$ cat src/rtl/fgp_rx_dma_pkg.sv
// rtl/fgp_rx_dma_pkg.sv - shared FGP receiver constants and state encoding
package fgp_rx_dma_pkg;

  localparam int BYTE_LEN       = 8;
  localparam int FGP_DATA_LEN   = 768;
  localparam int FGP_OFFSET_LEN = 1;

  // Packet parse phases: offset header, payload copy, discard until in_done
  typedef enum logic [1:0] {
    ST_OFFSET = 2'd0,
    ST_DATA   = 2'd1,
    ST_DRAIN  = 2'd2
  } rx_state_t;

endpackage

$ cat src/rtl/fgp_rx_dma_hdr.sv
// rtl/fgp_rx_dma_hdr.sv - big-endian offset assembly and range check for FGP packets
module fgp_rx_hdr
  import fgp_rx_dma_pkg::*;
#(
  parameter int OFFSET_BYTES = FGP_OFFSET_LEN,
  parameter int MAX_OFFSET   = 255
) (
  input  logic                             clk,
  input  logic                             rst,
  input  logic                             clear,
  input  logic                             byte_en,
  input  logic [BYTE_LEN-1:0]              byte_in,
  output logic                             hdr_ok,
  output logic                             hdr_bad,
  output logic [BYTE_LEN*OFFSET_BYTES-1:0] hdr_value
);

  localparam int          OW    = BYTE_LEN * OFFSET_BYTES;
  localparam int          BW    = $clog2(OFFSET_BYTES + 1);
  localparam logic [31:0] MAX_V = MAX_OFFSET;

  logic [BW-1:0] off_cnt;
  logic          last_byte;
  logic          in_range;

  // hdr_value is the offset including the byte arriving this cycle, so the
  // decision is available on the same edge that consumes the final byte.
  assign last_byte = byte_en && (off_cnt == BW'(OFFSET_BYTES - 1));
  assign in_range  = ({{(32 - OW){1'b0}}, hdr_value} <= MAX_V);
  assign hdr_ok    = last_byte && in_range;
  assign hdr_bad   = last_byte && !in_range;

  generate
    if (OFFSET_BYTES == 1) begin : g_one
      assign hdr_value = byte_in;
    end else begin : g_multi
      // Only the lower bytes are kept: the top byte shifts out on the next byte anyway.
      logic [OW-BYTE_LEN-1:0] off_acc;

      assign hdr_value = {off_acc, byte_in};

      // Shift each offset byte in, MSB first
      always_ff @(posedge clk) begin
        if (rst || clear) begin
          off_acc <= '0;
        end else if (byte_en) begin
          off_acc <= hdr_value[OW-BYTE_LEN-1:0];
        end
      end
    end
  endgenerate

  // Count offset bytes; wraps to 0 after the last so the next packet starts clean
  always_ff @(posedge clk) begin
    if (rst || clear) begin
      off_cnt <= '0;
    end else if (byte_en) begin
      off_cnt <= last_byte ? '0 : off_cnt + 1'b1;
    end
  end

endmodule

$ cat src/rtl/fgp_rx_dma.sv
// rtl/fgp_rx_dma.sv - FGP packet receiver writing payload bytes straight into framebuffer RAM
module fgp_rx_dma
  import fgp_rx_dma_pkg::*;
#(
  parameter int OFFSET_BYTES = FGP_OFFSET_LEN,
  parameter int DATA_LEN     = FGP_DATA_LEN,
  parameter int MAX_OFFSET   = 255,
  parameter int ADDR_WIDTH   = 18
) (
  input  logic                             clk,
  input  logic                             rst,
  input  logic                             inclk,
  input  logic [BYTE_LEN-1:0]              in,
  input  logic                             in_done,
  output logic                             ram_we,
  output logic [ADDR_WIDTH-1:0]            ram_addr,
  output logic [BYTE_LEN-1:0]              ram_data,
  output logic                             offset_valid,
  output logic [BYTE_LEN*OFFSET_BYTES-1:0] offset_out,
  output logic                             done,
  output logic                             err
);

  localparam int                    OW       = BYTE_LEN * OFFSET_BYTES;
  localparam int                    CW       = $clog2(DATA_LEN + 1);
  localparam logic [ADDR_WIDTH-1:0] DLEN_A   = ADDR_WIDTH'(DATA_LEN);
  localparam logic [CW-1:0]         LAST_IDX = CW'(DATA_LEN - 1);

  rx_state_t             state;
  logic [CW-1:0]         cnt;
  logic [ADDR_WIDTH-1:0] base;
  logic                  good_pending;
  logic                  err_pending;
  logic                  hdr_byte_en;
  logic                  hdr_ok;
  logic                  hdr_bad;
  logic [OW-1:0]         hdr_value;
  logic                  pkt_good;

  assign hdr_byte_en = inclk && (state == ST_OFFSET);

  // A packet is good at in_done only if exactly DATA_LEN bytes followed a legal
  // offset, counting a final data byte that lands on the same cycle as in_done.
  assign pkt_good = ((state == ST_DATA) && inclk && (cnt == LAST_IDX)) ||
                    ((state == ST_DRAIN) && good_pending && !err_pending && !inclk);

  fgp_rx_hdr #(
    .OFFSET_BYTES (OFFSET_BYTES),
    .MAX_OFFSET   (MAX_OFFSET)
  ) u_hdr (
    .clk       (clk),
    .rst       (rst),
    .clear     (in_done),
    .byte_en   (hdr_byte_en),
    .byte_in   (in),
    .hdr_ok    (hdr_ok),
    .hdr_bad   (hdr_bad),
    .hdr_value (hdr_value)
  );

  // Packet FSM, address generator and registered outputs; in_done overrides the byte step
  always_ff @(posedge clk) begin
    if (rst) begin
      state        <= ST_OFFSET;
      cnt          <= '0;
      base         <= '0;
      good_pending <= 1'b0;
      err_pending  <= 1'b0;
      ram_we       <= 1'b0;
      ram_addr     <= '0;
      ram_data     <= '0;
      offset_valid <= 1'b0;
      offset_out   <= '0;
      done         <= 1'b0;
      err          <= 1'b0;
    end else begin
      ram_we       <= 1'b0;
      offset_valid <= 1'b0;
      done         <= 1'b0;
      err          <= 1'b0;

      case (state)
        ST_OFFSET: begin
          if (hdr_ok) begin
            offset_out   <= hdr_value;
            offset_valid <= 1'b1;
            base         <= ADDR_WIDTH'(hdr_value) * DLEN_A;
            cnt          <= '0;
            state        <= ST_DATA;
          end else if (hdr_bad) begin
            err_pending  <= 1'b1;
            state        <= ST_DRAIN;
          end
        end
        ST_DATA: begin
          if (inclk) begin
            ram_we   <= 1'b1;
            ram_addr <= base + ADDR_WIDTH'(cnt);
            ram_data <= in;
            if (cnt == LAST_IDX) begin
              good_pending <= 1'b1;
              state        <= ST_DRAIN;
            end else begin
              cnt <= cnt + 1'b1;
            end
          end
        end
        ST_DRAIN: begin
          if (inclk && good_pending) begin
            good_pending <= 1'b0;
            err_pending  <= 1'b1;
          end
        end
        default: state <= ST_OFFSET;
      endcase

      if (in_done) begin
        done         <= pkt_good;
        err          <= !pkt_good;
        state        <= ST_OFFSET;
        cnt          <= '0;
        good_pending <= 1'b0;
        err_pending  <= 1'b0;
      end
    end
  end

endmodule

$ cat config.mk
export PLATFORM = sky130hd
export DESIGN_NAME = fgp_rx_dma
export DESIGN_NICKNAME = d
export VERILOG_FILES = /design/src/rtl/fgp_rx_dma_pkg.sv /design/src/rtl/fgp_rx_dma_hdr.sv /design/src/rtl/fgp_rx_dma.sv
export SDC_FILE = /design/constraint.sdc
export NUM_CORES = 1
export LEC_CHECK = 0
export BUFFER_PORTS_ARGS = -buffer_cell sky130_fd_sc_hd__buf_2
export CAP_MARGIN = 20
export CORE_MARGIN = 1.5
export CORE_UTILIZATION = 40
export CTS_CLUSTER_SIZE = 16
export DETAILED_ROUTE_END_ITERATION = 7
export PLACE_DENSITY_LB_ADDON = 0.1
export SLEW_MARGIN = 20
export SYNTH_ARGS = -nofsm -noshare
export SYNTH_HDL_FRONTEND = slang
export SYNTH_SLANG_ARGS = --single-unit
$ cat constraint.sdc
create_clock -name clk -period 4.64 [get_ports clk]
set_clock_uncertainty 0.2 [all_clocks]
set_input_delay 0.232 -clock clk [delete_from_list [all_inputs] [get_ports clk]]
set_output_delay 0.232 -clock clk [all_outputs]
set_load 0.01 [all_outputs]
==> results.cfg <==
[clock_tree]
cts_tree = done
cts_buffers = 9
clock_latency_ps = 330
clkSinkCount = 62
cts.clk_slew.worst_paths_ps = 70
cts-root-buf = clkbuf_8
clockBufferDepth = 2
cts_resized = 0
ctsHtreeMaxLevel = 3

[layout]
drive_gt1_share_pct = 17.4
fin_area_mm2 = 0.00343
n_antenna_cell = 0
areaGrowthSynthToFinish_pct = 19.3
layout_common_cells = nand2_1, dfxtp_1, a21oi_1
final_common_cell = nand2_1
nets = 430

[detailed_routing]
routed_wirelength_um = 6520
dr.pass1.iters = 5
wl_per_cell_um = 12.9
ant_nets = 0
num_vias = 2569
routed_via_density = 5.09
drt_iter0_drc = 114
drc = 0

[power_and_ir_drop]
p_sw_mw = 0.298
p_leak_nw = 1.33
clockPowerShare_pct = 41.6
p_per_area_mw_per_mm2 = 342
p_int_mw = 0.874
p_comb_share_pct = 10.3
p_seq_share_pct = 48.1
p_sw_share_pct = 25.4
ir_drop_v = 0.000178
total_power_mw = 1.17

[timing]
hold_viol_final = 0
fin_crit_ps = 2720
fmax_mhz = 368
rsz0062_at_grt = no
worst_slew_pin_slew_ps = 925
relSlewSlack_pct = 38.3
tns_ps = 0
period_share_pct = 58.6
holdWs_ps = 15.2
setup_violations = 0
drv_slew = 0

[grt]
grt_first_pass_wirelength_um = 10700
grt-ovfl-total = 0
antenna_found_initial = 0
grt_usage_pct = 17.8
grt_max_degree = 51
first_global_vias = 2311

[placed_design]
dp_hpwl_um = 4420
place_area_mm2 = 0.00315
routabilityCongestion = 0.861
io_buffers = 49

[yosys]
synth_fp_nets = 382
yosys_warnings = 0
ys_types = 40
synth.top_cell.area_share_pct = 43.1
syn_area_per_cell_um2 = 8.08
synthCells = 356
synth_top_area_cell = dfxtp_1
synth.area.top_cells = dfxtp_1, a21oi_1, nand2_1
yosysSeqAreaShare_pct = 43.1
synth-seq-cells = 62
synth.cell_area_mm2 = 0.00288

[setup_path]
cp_max_fo = 22
reg2reg_from = state[0]
regToRegEndpoint = cnt[3]
endpoint_kind = flop
reg2reg_slack_ps = 1920
worst_ep_required_time_ps = 4710
worstPathArrival_ps = 2790
r2r_cells = 4
timing_worst_setup_path_type = reg -> reg
start_kind = flop

[floorplanning]
core_mm2 = 0.00687
rows = 30
die_area_mm2 = 0.00771
pin_count = 50
fp.dieH_um = 87.8
start_util_pct = 41.9
fp.dieW_um = 87.8

[hold_path]
min_path_cells = 3
holdPathEnd = offset_out[6]
worstHoldPathType = in -> reg
hp-start = in[6]

[run]
max_cap_violations = 0

[run_status]
status = finished, final reports clean
timing repair:
| item | 4_1_cts | 5_1_grt |
|---|---|---|
| hold buffers | 7 | 0 |
| hold endpoints to repair | 14 | 0 |
| buffers inserted | 0 | 0 |
power by group through the flow:
stage | Combinational, mW | Sequential [mW] | Clock, mW
floorplan | 0.0800 | 0.577 | 0
global placement | 0.116 | 0.576 | 0
detailed placement | 0.117 | 0.576 | 0
CTS | 0.122 | 0.564 | 0.504
global route | 0.138 | 0.566 | 0.527
finish | 0.121 | 0.564 | 0.488
critical path, stage by stage (launching register included):
cell and delay (ps):
dfxtp_1 580, nor2b_1 470, nand2_1 590, or4_1 670, a21oi_1 140
flip-flops by register name, summed over array words and instances (netlist names):
name           count
base               9
cnt               10
done               1
err                1
err_pending        1
good_pending       1
offset_out         8
offset_valid       1
ram_addr          18
ram_data           8
ram_we             1
state              2
u_hdr.off_cnt      1
cell usage after synthesis:
library cell and n:
o21a_1 1, nand2_1 66, and3_1 2, nor3b_1 2, nand4_1 4, xnor2_1 4, clkbuf_1 9, nand3_1 15
nor2b_1 3, or4_1 4, and2b_4 1, and4_1 1, nand4b_1 2, nor3_4 1, xor2_1 5, a31oi_1 3
nor2_1 26, or3_1 3, a21o_1 2, a211oi_1 14, or2_2 2, o22ai_1 2, nand2b_1 4, ha_1 12
and2_1 1, inv_1 13, o21ai_0 16, nor4b_1 3, nor2_4 1, fa_1 2, a311oi_1 1, or2b_1 1
buf_4 2, buf_2 8, o21ai_2 1, a21oi_1 50, nor4_1 1, nor3_1 5, dfxtp_1 62, a41oi_1 1
worst max-delay path by stage:
stage	to	from	slack [ps]	cells past startpoint
CTS	cnt[3]	state[0]	1920	4
finish	cnt[3]	state[0]	1920	4
detailed placement	cnt[3]	state[0]	1960	4
global placement	cnt[3]	state[0]	2010	4
global route	cnt[3]	state[0]	1740	4
floorplan	ram_addr[16]	cnt[8]	2740	7
stage by stage:
stage          setup WS [ps]  cells  utilization [%]
2_1_floorplan           2740    356                -
3_3_place_gp            2010    482             45.9
3_5_place_dp            1960    482             45.9
4_1_cts                 1920    505             50.0
5_1_grt                 1740    505             50.0
6_report                1920    505             50.0
routing by layer:
layer / global-route usage, % / share of wire [%]
met3: 5.66 / 5.5
met4: 5.19 / 0.51
met1: 23.6 / 51
met2: 27.8 / 43
met5: 0 / 0
kinds of logic after synthesis:
family	share of synthesized area, %
AND/OR/NAND/NOR	24.8
AO/OA/AOI/OAI	17.9
flip-flops	43.1
buffers and inverters	4.78
adder cells (fa/ha/maj)	6.61
XOR/XNOR	2.74
layout make-up:
class | instances | area [um^2]
clock inverters | 5 | 57.6
flip-flops and latches | 62 | 1240
multi-input cells | 262 | 1500
repair buffers | 56 | 315
inverters | 13 | 48.8
well taps | 96 | 120
fillers | 690 | 3440
clock buffers | 11 | 151
Note: power is estimated with default switching activity, not from simulation.
